<file path="src/rtl/seg7_pkg.sv">
// seg7_pkg: shared segment constants and hex glyph table for the 7-segment scan driver.
//   SEG_A..SEG_G : bit position of each segment inside a seg_n vector
//   SEG_OFF      : all segments dark (active-low)
//   GLYPH        : 16-entry active-low glyph table, indexed by hex code
//   pend_state_t : states of the update-pending machine
package seg7_pkg;

    localparam int SEG_A = 0;
    localparam int SEG_B = 1;
    localparam int SEG_C = 2;
    localparam int SEG_D = 3;
    localparam int SEG_E = 4;
    localparam int SEG_F = 5;
    localparam int SEG_G = 6;

    localparam logic [6:0] SEG_OFF = 7'h7F;

    localparam logic [6:0] M_A = 7'(1) << SEG_A;
    localparam logic [6:0] M_B = 7'(1) << SEG_B;
    localparam logic [6:0] M_C = 7'(1) << SEG_C;
    localparam logic [6:0] M_D = 7'(1) << SEG_D;
    localparam logic [6:0] M_E = 7'(1) << SEG_E;
    localparam logic [6:0] M_F = 7'(1) << SEG_F;
    localparam logic [6:0] M_G = 7'(1) << SEG_G;

    // Entry 15 (F) first, entry 0 last; each glyph lists its lit segments.
    localparam logic [15:0][6:0] GLYPH = {
        ~(M_A | M_E | M_F | M_G),
        ~(M_A | M_D | M_E | M_F | M_G),
        ~(M_B | M_C | M_D | M_E | M_G),
        ~(M_A | M_D | M_E | M_F),
        ~(M_C | M_D | M_E | M_F | M_G),
        ~(M_A | M_B | M_C | M_E | M_F | M_G),
        ~(M_A | M_B | M_C | M_D | M_F | M_G),
        ~(M_A | M_B | M_C | M_D | M_E | M_F | M_G),
        ~(M_A | M_B | M_C),
        ~(M_A | M_C | M_D | M_E | M_F | M_G),
        ~(M_A | M_C | M_D | M_F | M_G),
        ~(M_B | M_C | M_F | M_G),
        ~(M_A | M_B | M_C | M_D | M_G),
        ~(M_A | M_B | M_D | M_E | M_G),
        ~(M_B | M_C),
        ~(M_A | M_B | M_C | M_D | M_E | M_F)
    };

    typedef enum logic {IDLE, PEND} pend_state_t;

endpackage

</file>
<file path="src/rtl/hex7seg_decode.sv">
// hex7seg_decode: combinational hex-to-7-segment decoder with blanking and decimal point.
//   hex   : 4-bit hex code
//   blank : forces all segments and the point dark
//   point : decimal point request, active-high
//   seg_n : active-low segments, bit0=a .. bit6=g
//   dp_n  : active-low decimal point
module hex7seg_decode
    import seg7_pkg::*;
(
    input  logic [3:0] hex,
    input  logic       blank,
    input  logic       point,
    output logic [6:0] seg_n,
    output logic       dp_n
);

    assign seg_n = blank ? SEG_OFF : GLYPH[hex];
    assign dp_n  = blank | ~point;

endmodule

</file>
<file path="src/rtl/seg7_scan_driver.sv">
// seg7_scan_driver: multiplexed DIGITS-digit 7-segment driver with frame-synchronous updates.
//   clk, rst_n  : clock, asynchronous active-low reset
//   load        : strobe capturing hex_in/point_in/blank_in into the shadow registers
//   hex_in      : 4 bits per digit, digit k at [4k+3:4k]
//   point_in    : decimal point request per digit
//   blank_in    : blank request per digit
//   pending     : shadow holds data not yet committed to the display
//   seg_n, dp_n : registered active-low segments and decimal point
//   an_n        : registered active-low one-cold digit select
//   frame_tick  : one-cycle pulse coinciding with the first cycle of digit 0
module seg7_scan_driver
    import seg7_pkg::*;
#(
    parameter int DIGITS   = 4,
    parameter int SCAN_DIV = 50000
) (
    input  logic                  clk,
    input  logic                  rst_n,
    input  logic                  load,
    input  logic [4*DIGITS-1:0]   hex_in,
    input  logic [DIGITS-1:0]     point_in,
    input  logic [DIGITS-1:0]     blank_in,
    output logic                  pending,
    output logic [6:0]            seg_n,
    output logic                  dp_n,
    output logic [DIGITS-1:0]     an_n,
    output logic                  frame_tick
);

    localparam int CW = $clog2(SCAN_DIV);
    localparam int IW = $clog2(DIGITS);

    logic [CW-1:0]         cnt;
    logic [IW-1:0]         idx;
    logic                  tick;
    logic                  boundary;
    logic                  commit;
    pend_state_t           state;
    pend_state_t           state_nxt;
    logic [4*DIGITS-1:0]   sh_hex;
    logic [4*DIGITS-1:0]   act_hex;
    logic [DIGITS-1:0]     sh_pt;
    logic [DIGITS-1:0]     act_pt;
    logic [DIGITS-1:0]     sh_blank;
    logic [DIGITS-1:0]     act_blank;
    logic [6:0]            dec_seg;
    logic                  dec_dp;

    assign tick     = cnt == CW'(SCAN_DIV - 1);
    assign boundary = tick && idx == IW'(DIGITS - 1);
    assign pending  = state == PEND;

    always_ff @(posedge clk or negedge rst_n) begin
        if (!rst_n) begin
            cnt <= '0;
            idx <= '0;
        end else begin
            cnt <= tick ? '0 : cnt + 1'b1;
            if (tick)
                idx <= idx == IW'(DIGITS - 1) ? '0 : idx + 1'b1;
        end
    end

    always_ff @(posedge clk or negedge rst_n) begin
        if (!rst_n)
            state <= IDLE;
        else
            state <= state_nxt;
    end

    // A load wins over the commit's return to IDLE; the commit itself still
    // happens because it reads the shadow before this edge's capture.
    always_comb begin
        state_nxt = state;
        commit    = 1'b0;
        if (boundary && state == PEND) begin
            commit    = 1'b1;
            state_nxt = IDLE;
        end
        if (load)
            state_nxt = PEND;
    end

    always_ff @(posedge clk or negedge rst_n) begin
        if (!rst_n) begin
            sh_hex   <= '0;
            sh_pt    <= '0;
            sh_blank <= '1;
        end else if (load) begin
            sh_hex   <= hex_in;
            sh_pt    <= point_in;
            sh_blank <= blank_in;
        end
    end

    always_ff @(posedge clk or negedge rst_n) begin
        if (!rst_n) begin
            act_hex   <= '0;
            act_pt    <= '0;
            act_blank <= '1;
        end else if (commit) begin
            act_hex   <= sh_hex;
            act_pt    <= sh_pt;
            act_blank <= sh_blank;
        end
    end

    hex7seg_decode u_dec (
        .hex   (act_hex[{idx, 2'b00} +: 4]),
        .blank (act_blank[idx]),
        .point (act_pt[idx]),
        .seg_n (dec_seg),
        .dp_n  (dec_dp)
    );

    // frame_tick is derived from the same stage as an_n so it lines up with digit 0.
    always_ff @(posedge clk or negedge rst_n) begin
        if (!rst_n) begin
            seg_n      <= SEG_OFF;
            dp_n       <= 1'b1;
            an_n       <= '1;
            frame_tick <= 1'b0;
        end else begin
            seg_n      <= dec_seg;
            dp_n       <= dec_dp;
            an_n       <= ~(DIGITS'(1) << idx);
            frame_tick <= cnt == '0 && idx == '0;
        end
    end

endmodule

</file>
<file path="config.mk">
export PLATFORM = sky130hd
export DESIGN_NAME = seg7_scan_driver
export DESIGN_NICKNAME = d
export VERILOG_FILES = /design/src/rtl/seg7_pkg.sv /design/src/rtl/hex7seg_decode.sv /design/src/rtl/seg7_scan_driver.sv
export SDC_FILE = /design/constraint.sdc
export NUM_CORES = 1
export LEC_CHECK = 0
export CORE_ASPECT_RATIO = 1.4
export CORE_MARGIN = 2
export CORE_UTILIZATION = 56
export DETAILED_ROUTE_END_ITERATION = 16
export GPL_ROUTABILITY_DRIVEN = 0
export PLACE_DENSITY = 0.8
export SYNTH_ARGS = -nofsm -noshare
export SYNTH_HDL_FRONTEND = slang
export SYNTH_SLANG_ARGS = --single-unit
</file>
<file path="constraint.sdc">
create_clock -name clk -period 2.3 [get_ports clk]
set_clock_uncertainty 0.15 [all_clocks]
set_input_delay 0.69 -clock clk [delete_from_list [all_inputs] [get_ports clk]]
set_output_delay 0.69 -clock clk [all_outputs]
set_load 0.02 [all_outputs]
</file>
==> run_results.csv, run 1 <==
group,metric,value,unit
setup_path,cp-end-kind,"output pin",
timing,tightest_slew,445,ps
timing,tns,0,ps
setup_path,crit_family,"buffers and inverters",
placement,portBuffers,40,
timing,maxSlewViolCount,0,
synthesis,syn_area_per_cell,14.0,um^2
timing,finalHoldViolations,0,
clock_network,tritoncts,"yes",
clock_network,clkSinkCount,80,
synthesis,synth_fp_nets,299,
grt,track_usage,18.9,%
detailed_routing,first_pass_iters,4,
synthesis,synth_ff_type,"dfrtp_1",
detailed_routing,ant_nets,0,
timing,setup_viol,0,
setup_path,worstReg2RegEnd,"act_pt[3]$_DFFE_PN0P_",
clock_network,clk_latency,340,ps
setup_path,critPathBufInv,1,
final_layout,fin_area,4320,um^2
timing,rsz0062_at_grt,"false",
grt,grt_pass1_wl,10500,um
floorplanning,die_w,72.1,um
synthesis,synthCells,260,
detailed_routing,viasPerCell,5.51,
setup_path,r2r_cells,6,
floorplanning,dieArea,7160,um^2
final_layout,diodes,0,
final_layout,syn_to_final_growth,18.8,%
setup_path,critPathKind,"reg -> out",
synthesis,synth-seq-cells,80,
placement,dpl-instance-area,4130,um^2
synthesis,async_flop_share,100,%
synthesis,yosysUniqueCellTypes,40,
clock_network,cts_setup_buffers,0,
placement,pre_cts_ws,164,ps
final_layout,layout-drive-gt1-share,32.6,%
setup_path,r2r_start,"cnt[0]$_DFF_PN0_",
detailed_routing,drt_iter0_markers,76,
grt,grt.overflow.total,0,
grt,grt_max_degree,36,
setup_path,crit_arrival,1330,ps
floorplanning,io_pins,41,
setup_path,startpoint_type,"flip-flop",
detailed_routing,totalWireLength,6150,um
setup_path,reg2reg_slack,150,ps
detailed_routing,wire_per_inst,15.8,um
floorplanning,start_util,58.1,%
detailed_routing,drc_errors,0,
clock_network,cts_root_buf,"clkbuf_8",
power_and_ir_drop,ir_worst_vdd,0.426,mV
timing,fin_crit,2170,ps
setup_path,crit_fanout,3,
timing,timing.fmax,462,MHz
floorplanning,die_h,99.3,um
timing,worst_slack,133,ps
floorplanning,rows,34,
power_and_ir_drop,cellLeakagePower,1.94,nW
placement,dp_hpwl,4360,um
synthesis,synth-edff-count,0,
worst_hold_path,hold_class,"in -> async",
outcome,status,"completed",
final_layout,finish.utilization,69.1,%
flow_run,cap_violations,0,
timing,timing.final.crit_share,94.2,%
timing,slew_headroom,70.3,%
clock_network,htree_levels,3,
setup_path,critPathSlowestCell,"clkdlybuf4s50_1",
setup_path,crit_chain,"clkdlybuf4s50_1",
synthesis,seq_area_frac_synth,55.8,%
grt,grt_antenna_before_repair,0,
final_layout,final_nets,350,
detailed_routing,via_count,2138,
placement,place_inst,372,
synthesis,synth_area,3630,um^2
clock_network,cts_max_path_buffers,2,
floorplanning,fp.coreArea,6250,um^2
setup_path,required,1460,ps
power_and_ir_drop,p_total,2.56,mW
clock_network,cts_buffers,9,
power_and_ir_drop,powerDensity,592,nW/um^2
synthesis,ys_warn_count,0,
timing,hold_ws,138,ps
clock_network,clk_pin_slew,80,ps
final_layout,fin_cells,388,
setup_path,critPathMaxStageDelay,620,ps
grt,grt_pass1_vias,2282,
==> placed cells by master (no fill, tap or decap), types with 5 or more instances in the layout <==
master,n
dfrtp_1,60
inv_1,16
mux2_4,20
buf_4,10
dfstp_2,20
mux4_2,5
nand2_1,8
dlymetal6s2s_1,5
clkbuf_8,12
xor2_1,5
nor2_1,11
and4_1,5
mux2_2,29
xnor2_1,6
dlygate4sd2_1,7
nand3_1,7
clkdlybuf4s50_1,27
ha_1,12
==> cell type report <==
| cell class | count | area, um^2 |
|---|---|---|
| flip-flops and latches | 80 | 2030 |
| fillers | 429 | 1930 |
| multi-input cells | 153 | 1450 |
| repair buffers | 51 | 509 |
| clock buffers | 14 | 173 |
| well taps | 72 | 90.1 |
| inverters | 16 | 60.1 |
| clock inverters | 2 | 12.5 |
==> state kept, by name, indices dropped and copies added, names as in the netlist <==
signal	flops
act_blank	4
act_hex	16
act_pt	4
an_n	4
cnt	16
dp_n	1
frame_tick	1
idx	2
pending	1
seg_n	7
sh_blank	4
sh_hex	16
sh_pt	4
==> power breakdown <==
part           switching, mW  total, mW  internal [mW]
clock network          0.465      0.945          0.480
logic                 0.0505      0.136         0.0851
registers             0.0236       1.48           1.46
==> routing by layer <==
layer	vias up	track usage, %	routed length [um]
met1	1069	24.5	2710
met5	-	0	0
li1	1022	-	-
met3	11	2.53	177
met4	0	7.69	110
met2	36	31.8	3160
==> cells in the mapped netlist (4+ instances only) <==
cell	count	area (um^2)
inv_1	16	60.1
nand4_1	4	25.0
nand3_1	7	35.0
dfstp_2	20	526
mux4_2	5	113
mux2_2	29	327
mux2_4	20	300
clkbuf_1	4	15.0
and4_1	5	43.8
o21ai_0	4	20.0
xor2_1	5	43.8
o221ai_1	4	35.0
nor2_1	11	41.3
ha_1	12	150
a21oi_1	4	20.0
nand2_1	8	30.0
dfrtp_1	60	1500
xnor2_1	6	52.6
==> worst max-delay path by stage <==
stage	from	to	slack [ps]	cells after the start
after floorplan	cnt[0]$_DFF_PN0_	act_hex[0]$_DFFE_PN0P_	200	8
after global placement	idx[0]$_DFFE_PN0N_	seg_n[3]$_DFF_PN1_	200	6
after detailed placement	idx[0]$_DFFE_PN0N_	seg_n[3]$_DFF_PN1_	160	6
after CTS	seg_n[2]$_DFF_PN1_	seg_n[2]	3	1
after global routing	cnt[0]$_DFF_PN0_	act_pt[3]$_DFFE_PN0P_	40	6
final	pending$_DFFE_PN0P_	pending	130	1
==> cells by family (layout without fill, tap and decap cells) <==
group           count (synthesis)  after routing  synth area share [%]
compound gates                 22             22                  4.03
xor+xnor                       11             11                  2.65
fa+ha+maj                      12             12                  4.13
buf+inv                        27             83                  4.41
flops                          80             80                  55.8
mux                            57             57                  21.2
simple gates                   51             51                  7.85
==> what timing repair did <==
item	in CTS	in global routing
resized for setup	7	5
hold buffers	0	0
cloned	0	0
pin swaps	0	0
setup endpoints to repair	7	5
No activity file was read; power rests on OpenSTA's default activity.
==> run 2, diff against run 1 <==
--- a/config.mk
+++ b/config.mk
@@ -8,6 +8,7 @@
 export CORE_ASPECT_RATIO = 1.4
 export CORE_MARGIN = 2
 export CORE_UTILIZATION = 56
+export CTS_BUF_LIST = sky130_fd_sc_hd__clkbuf_4 sky130_fd_sc_hd__clkbuf_8 sky130_fd_sc_hd__clkbuf_16
 export DETAILED_ROUTE_END_ITERATION = 16
 export GPL_ROUTABILITY_DRIVEN = 0
 export PLACE_DENSITY = 0.8
==> constraint.sdc (replaced) <==
create_clock -name clk -period 2.4 [get_ports clk]
set_clock_uncertainty 0.15 [all_clocks]
set_input_delay 0.72 -clock clk [delete_from_list [all_inputs] [get_ports clk]]
set_output_delay 0.72 -clock clk [all_outputs]
set_load 0.02 [all_outputs]
==> run_results.csv, run 2 (same netlist as run 1, synthesis figures left out) <==
group,metric,value,unit
setup_path,critPathMaxStageDelay,600,ps
setup_path,critPathBufInv,1,
final_layout,diodes,0,
final_layout,reg_top3,"act_hex x16, cnt x16, sh_hex x16",
timing,timing.fmax,427,MHz
clock_network,tritoncts,"yes",
final_layout,finish.utilization,69.1,%
detailed_routing,wire_per_inst,15.6,um
outcome,status,"completed",
power_and_ir_drop,powerDensity,599,nW/um^2
clock_network,cts_root_buf,"clkbuf_8",
worst_hold_path,hold_class,"in -> async",
clock_network,cts_max_path_buffers,2,
clock_network,cts_buffers,9,
floorplanning,die_w,72.1,um
detailed_routing,first_pass_iters,4,
power_and_ir_drop,cellLeakagePower,1.88,nW
flow_run,cap_violations,0,
power_and_ir_drop,p_total,2.59,mW
clock_network,clkSinkCount,80,
setup_path,critPathSlowestCell,"clkdlybuf4s50_1",
timing,hold_ws,147,ps
grt,grt.overflow.total,0,
clock_network,clk_pin_slew,80,ps
clock_network,holdBufCountCts,0,
grt,grt_max_degree,49,
final_layout,syn_to_final_growth,18.9,%
floorplanning,rows,34,
final_layout,final_common_cell,"dfrtp_1",
timing,maxSlewViolCount,0,
final_layout,final_cell_mix,"dfrtp_1 (60), clkdlybuf4s50_1 (39), mux2_2 (29)",
timing,finalHoldViolations,0,
grt,track_usage,19.2,%
placement,dp_hpwl,4220,um
floorplanning,start_util,58.1,%
timing,fin_crit,2340,ps
floorplanning,die_h,99.3,um
grt,grt_pass1_wl,10600,um
setup_path,cp-end-kind,"output pin",
timing,tightest_slew,616,ps
setup_path,startpoint_type,"flip-flop",
placement,portBuffers,40,
grt,grt_pass1_vias,2211,
setup_path,crit_arrival,1470,ps
clock_network,cts_setup_buffers,0,
detailed_routing,drt_iter0_markers,81,
detailed_routing,totalWireLength,5960,um
setup_path,required,1530,ps
placement,place_inst,367,
final_layout,fin_cells,383,
clock_network,clk_latency,350,ps
setup_path,crit_chain,"clkdlybuf4s50_1",
timing,slew_headroom,58.7,%
setup_path,crit_fanout,1,
final_layout,final_nets,345,
floorplanning,io_pins,41,
grt,grt_antenna_before_repair,0,
setup_path,crit_family,"buffers and inverters",
timing,rsz0062_at_grt,"false",
setup_path,critPathKind,"reg -> out",
detailed_routing,viasPerCell,5.66,
final_layout,layout-drive-gt1-share,32.2,%
clock_network,post_cts_resized,0,
timing,timing.final.crit_share,97.6,%
clock_network,htree_levels,3,
floorplanning,fp.coreArea,6250,um^2
timing,setup_viol,0,
detailed_routing,ant_nets,0,
detailed_routing,via_count,2166,
timing,tns,0,ps
floorplanning,dieArea,7160,um^2
detailed_routing,drc_errors,0,
power_and_ir_drop,ir_worst_vdd,0.352,mV
run 2: cell types whose count changed in the layout (fill, tap and decap cells not counted), sizes merged:
cell and delta:
clkinv +1, bufinv +1, clkdlybuf4s50 +12, buf -5, dlymetal6s2s -5, clkbuf -1
dlygate4sd2 -7, clkinvlp -1
run 2: routing by layer:
metal  wire (um)  GRT usage, %  up-vias
li1            -             -     1007
met1        2580          25.3     1094
met2        3020          30.3       54
met3         243          4.76       11
met4         123          8.27        0
met5           0             0        -
run 2: power by group:
group | internal, mW | switching, mW
Sequential | 1.39 | 0.0241
Combinational | 0.0796 | 0.0473
Clock | 0.592 | 0.454
Total | 2.07 | 0.525
run 2: path summary, 6_finish.rpt:
check                                      startpoint                  endpoint  slack (ps)  cells after the start
min in group clk                act_pt[3]$_DFFE_PN0P_     act_pt[3]$_DFFE_PN0P_         360                      1
worst min register to register  act_pt[3]$_DFFE_PN0P_     act_pt[3]$_DFFE_PN0P_         360                      1
max in group asynchronous                       rst_n  act_blank[1]$_DFFE_PN1P_        1310                      2
worst min-delay path                            rst_n    sh_hex[10]$_DFFE_PN0P_         150                      1
worst max-delay path                an_n[0]$_DFF_PN1_                   an_n[0]          60                      1
worst max register to register     idx[0]$_DFFE_PN0N_        seg_n[3]$_DFF_PN1_         260                      6
run 2: metrics by stage:
step	area, um^2	setup slack [ps]
floorplan	3630	302
global placement	4110	340
detailed placement	4110	303
CTS	4320	41.1
global route	4320	13.0
finish	4320	58.1
run 2: area by class of cell:
class                           count  area, um^2
Clock inverter                      3        40.0
Tap cell                           72        90.1
Fill cell                         453        1930
Timing Repair Buffer               46         480
Inverter                           16        60.1
Clock buffer                       13         178
Multi-Input combinational cell    153        1450
Sequential cell                    80        2030
==> RTL edit 1 (flow settings as in run 1) <==
`DIGITS`: 4 -> 2.
--- a/src/rtl/seg7_scan_driver.sv
+++ b/src/rtl/seg7_scan_driver.sv
@@ -12,5 +12,5 @@
     import seg7_pkg::*;
 #(
-    parameter int DIGITS   = 4,
+    parameter int DIGITS   = 2,
     parameter int SCAN_DIV = 50000
 ) (
Ports: changed (resized an_n, blank_in, hex_in and point_in); port bits go from 41 to 27. No check against the original RTL was run, so the function may have changed too.
==> RTL edit 1 against run 1 <==
Count of clock-buffer cells in the layout down 8. Routed wire length down 28%. Final area down 32%. Highest routed layer unchanged. Critical path depth unchanged. Worst setup slack worse by 89 ps. Area after synthesis down 32%. Clock power down 46%. Total power down 39%. Sequential power down 35%. Critical endpoint is now seg_n[1]. Worst hold slack better by 61 ps. Via count down 27%. Sequential cell count down 27. First-iteration DRC count down 29%.
==> RTL edit 1: results (changes against run 1) <==
Synthesis
  – Mux contribution to synthesized area: 16.37% (-4.8 points)
  – Post-synth net total: 216 (-28%)
  – Distinct cells, synth: 33 (-18%)
  – Sequential share of the synthesized area: 54.43% (-1.3 points)
  – Top post-synthesis cells by count: dfrtp_1 (39), mux2_2 (19), nor2_1 (16)
  – Syn_area_per_cell: 12.79 µm² (-8.5%)
  – Top post-synthesis cells by area: dfrtp_1 (40%), dfstp_2 (15%), mux2_2 (8.7%)
  – Seq cells post-synth: 53 (-34%)
  – Post-Synth XOR/XNOR Area: 5.322% (+2.7 points)

GRT
  – Largest net degree at the start of global routing: 54 (+50%)
  – Met3 usage: 4.829% (+2.3 points)
  – Routing usage on met2: 35.98% (+4.2 points)
  – First-pass GRT wire length: 7286 µm (-31%)
  – Vias in the first global route: 1597 (-30%)
  – Grt met1 use: 21.96% (-2.5 points)

Critical path
  – CP max stage delay: 590 ps (-30 ps)
  – Worst setup endpoint: seg_n[1]
  – Crit-path max FO: 1 (-2)
  – Worst r2r dst: act_pt[0]
  – R2R setup slack: 190 ps (+40 ps)
  – RR Startpoint: cnt[11]

Finish
  – Clock-cell share: 2.983% (-1.3 points)
  – Final Non-Filler Cells: 289 (-26%)
  – FILL cells: 311 (-28%)
  – Non-clock buffer share: 11.50% (-0.29 points)
  – Clkbuf count: 6 (-8)
  – Signal inverters: 6 (-10)
  – Number of multi-input logic gates: 129 (-16%)
  – Post-route cell area: 2937 µm² (-32%)
  – Top flop regs: cnt (16), act_hex (8), sh_hex (8)
  – Multi-input logic area: 1070 µm² (-26%)
  – Seq area share: 45.76% (-1.2 points)
  – Number of nets in the layout: 251 (-28%)

Clock network
  – Post-CTS Resized: 0 (-7)
  – Depth of the CTS H-tree: 2 (-1)
  – Number of CTS-inserted buffers: 5 (-4)
  – Worst-Skew Late Latency: 310 ps (-30 ps)

STA
  – Worst Setup Slack, final: 44.53 ps (-88.94 ps)
  – Hold slack: 199.3 ps (+61.18 ps)
  – Max-slew headroom: 67.44% (-2.9 points)

Detailed routing
  – Routed WL per cell: 15.27 µm (-3.6%)
  – Met1 WL: 1817 µm (-33%)
  – Metal3 WL: 125 µm (-29%)
  – Vias/cell: 5.433 (-1.4%)

Pwr
  – P_int: 1.214 mW (-40%)

Placed design
  – # port buffers: 26 (-35%)

Status
  – Outcome: completed
-- RTL edit 1: changes by cell type after synthesis, sizes merged, moves of 5 or more --
cell,change
and4,-5
nor2,+5
nor3,+6
inv,-10
dfrtp,-21
nor4,+6
dfstp,-6
mux4,-5
mux2,-20
-- RTL edit 1: power groups by stage --
stage / clock (mW) / sequential [mW] / combinational [mW]
after floorplan: 0 / 0.981 / 0.0255
after global placement: 0 / 0.984 / 0.0734
after detailed placement: 0 / 0.985 / 0.0754
after CTS: 0.525 / 0.967 / 0.0757
after global routing: 0.558 / 0.970 / 0.0819
final: 0.512 / 0.967 / 0.0736
-- RTL edit 1: stage by stage --
| stage | util [%] | total power [mW] |
|---|---|---|
| floorplan | - | 1.006 |
| global placement | 66.79 | 1.058 |
| detailed placement | 66.79 | 1.060 |
| CTS | 68.86 | 1.568 |
| global route | 69.27 | 1.609 |
| finish | 69.27 | 1.552 |
==> RTL edit 2 (flow settings as in run 1) <==
Made on the original files. Make the reset (`rst_n`) synchronous in 5 clocked blocks. Comments in the files are not updated.
--- a/src/rtl/seg7_scan_driver.sv
+++ b/src/rtl/seg7_scan_driver.sv
@@ -51,5 +51,5 @@
     assign pending  = state == PEND;
 
-    always_ff @(posedge clk or negedge rst_n) begin
+    always_ff @(posedge clk) begin
         if (!rst_n) begin
             cnt <= '0;
@@ -62,5 +62,5 @@
     end
 
-    always_ff @(posedge clk or negedge rst_n) begin
+    always_ff @(posedge clk) begin
         if (!rst_n)
             state <= IDLE;
@@ -82,5 +82,5 @@
     end
 
-    always_ff @(posedge clk or negedge rst_n) begin
+    always_ff @(posedge clk) begin
         if (!rst_n) begin
             sh_hex   <= '0;
@@ -94,5 +94,5 @@
     end
 
-    always_ff @(posedge clk or negedge rst_n) begin
+    always_ff @(posedge clk) begin
         if (!rst_n) begin
             act_hex   <= '0;
@@ -115,5 +115,5 @@
 
     // frame_tick is derived from the same stage as an_n so it lines up with digit 0.
-    always_ff @(posedge clk or negedge rst_n) begin
+    always_ff @(posedge clk) begin
         if (!rst_n) begin
             seg_n      <= SEG_OFF;
Formal check against the unedited RTL: differs if rst_n is asserted again (counterexample within 4 cycles, from zero or initial values and one cycle with rst_n low); with rst_n held inactive, the same outputs for 10 cycles.
==> RTL edit 2 against run 1 <==
Routed wire length grew 21%. Sequential cell count is the same. Total power grew 4.2%. Final area shrank 2.5%. Cell count grew 23%. Area after synthesis shrank 3.2%. Maximum frequency shrank 1.6%. Critical path depth is the same. Worst setup slack lost 36 ps. First-iteration DRC count grew to 2.5 times the old value. Largest power group unchanged.
==> RTL edit 2: results (changes against run 1) <==
Placed design
  – DP Wirelength: 5108 µm (+17%)
  – Placed cell area: 4001 µm² (-3.1%)

Hold path
  – Hold crit path type: reg -> reg

Critical path
  – Worst setup endpoint: pending
  – Crit path launch: pending
  – RR Startpoint: idx[0]
  – Worst r2r dst: seg_n[3]
  – CP top delay family: buffers and inverters
  – Crit-path max FO: 4 (+1)
  – WP data arrival: 1360 ps (+30 ps)

Detailed routing
  – Metal3 WL: 333 µm (+88%)
  – Vias: 2794 (+31%)
  – Routed length on met2: 3966 µm (+26%)
  – DR iter-0 viols: 190 (+150%)
  – Met1 WL: 2915 µm (+7.8%)
  – Max layer used: met4
  – Final WL: 7422 µm (+21%)

STA
  – Max-slew headroom: 58.25% (-12 points)

Synthesis
  – Sequential share of the synthesized area: 45.52% (-10 points)
  – Top post-synthesis cells by area: dfxtp_1 (46%), mux2i_1 (7.1%), o31ai_1 (5.1%)
  – Distinct cells, synth: 45 (+13%)
  – Complex-gate fraction of the synthesized area: 11.59% (+7.6 points)
  – Adder-Cell Fraction of Synth Area: 4.267% (+0.14 points)
  – Ys async rst share: 0% (-100 points)
  – Mux contribution to synthesized area: 11.91% (-9.3 points)
  – Top post-synthesis cells by count: dfxtp_1 (80), nor2_1 (37), nand4_1 (27)
  – Post-Synth XOR/XNOR Area: 3.236% (+0.59 points)
  – Post-synth net total: 405 (+35%)

GRT
  – Grt met1 use: 25.48% (+0.98 points)
  – First-pass GRT wire length: 12680 µm (+21%)
  – Routing usage on met2: 40.69% (+8.9 points)
  – Largest net degree at the start of global routing: 44 (+22%)
  – Gr usage total: 22.87% (+4.0 points)
  – Met3 usage: 5.676% (+3.1 points)

Clock network
  – Post-CTS Resized: 0 (-7)
  – Worst-Skew Late Latency: 360 ps (+20 ps)

Pwr
  – Max VDD drop: 533.2 µV (+25%)
  – Sw Ratio: 21.56% (+0.51 points)
  – Pleak: 1.522 nW (-22%)

Finish
  – ANT cells: 0 (unchanged)
  – Number of nets in the layout: 441 (+26%)
  – Proportion of layout cells with a drive suffix above 1: 10.84% (-22 points)
  – FILL cells: 500 (+17%)

Floorplan
  – Die area: 6942 µm² (-3.1%)

Status
  – Outcome: completed
RTL edit 2: changes by cell type after synthesis, moves of 23 or more:
| cell | delta |
|---|---|
| mux2_2 | -28 |
| nor2_1 | +26 |
| nand4_1 | +23 |
| dfrtp_1 | -60 |
| dfxtp_1 | +80 |
| o31ai_1 | +24 |
RTL edit 2: through the flow:
| step | setup WS [ps] | cells |
|---|---|---|
| 4_1_cts | 93.60 | 478 |
| 5_1_grt | 52.67 | 478 |
| 6_report | 97.40 | 478 |
| 2_1_floorplan | 112.8 | 366 |
| 3_3_place_gp | 210.2 | 463 |
| 3_5_place_dp | 107.6 | 463 |
RTL edit 2: area by class of cell:
cell class                 count  area (µm²)  area share [%]
multi-input combinational    241        1723           40.93
sequential                    80        1603           38.08
timing repair buffer          53       523.0           12.43
clock buffer                  13       168.9           4.013
tap                           72       90.09           2.140
inverter                      17       63.81           1.516
clock inverter                 2       37.54          0.8918
RTL edit 2: power by group through the flow:
stage / combinational, mW / sequential [mW] / clock (mW)
after floorplan: 0.0788 / 1.47 / 0
after global placement: 0.152 / 1.47 / 0
after detailed placement: 0.155 / 1.47 / 0
after CTS: 0.158 / 1.44 / 1.09
after global routing: 0.172 / 1.44 / 1.14
final: 0.155 / 1.44 / 1.07
RTL edit 2: how the worst min path moves through the flow:
| stage | endpoint | start | depth (start not counted) | slack (ps) |
|---|---|---|---|---|
| 6_report | act_pt[0] | sh_pt[0] | 2 | 330 |
| 4_1_cts | act_hex[13] | act_hex[13] | 2 | 330 |
| 3_5_place_dp | act_hex[14] | sh_hex[14] | 2 | 310 |
| 3_3_place_gp | act_pt[2] | act_pt[2] | 2 | 300 |
| 2_1_floorplan | act_hex[10] | act_hex[10] | 2 | 290 |
| 5_1_grt | act_hex[6] | sh_hex[6] | 2 | 350 |
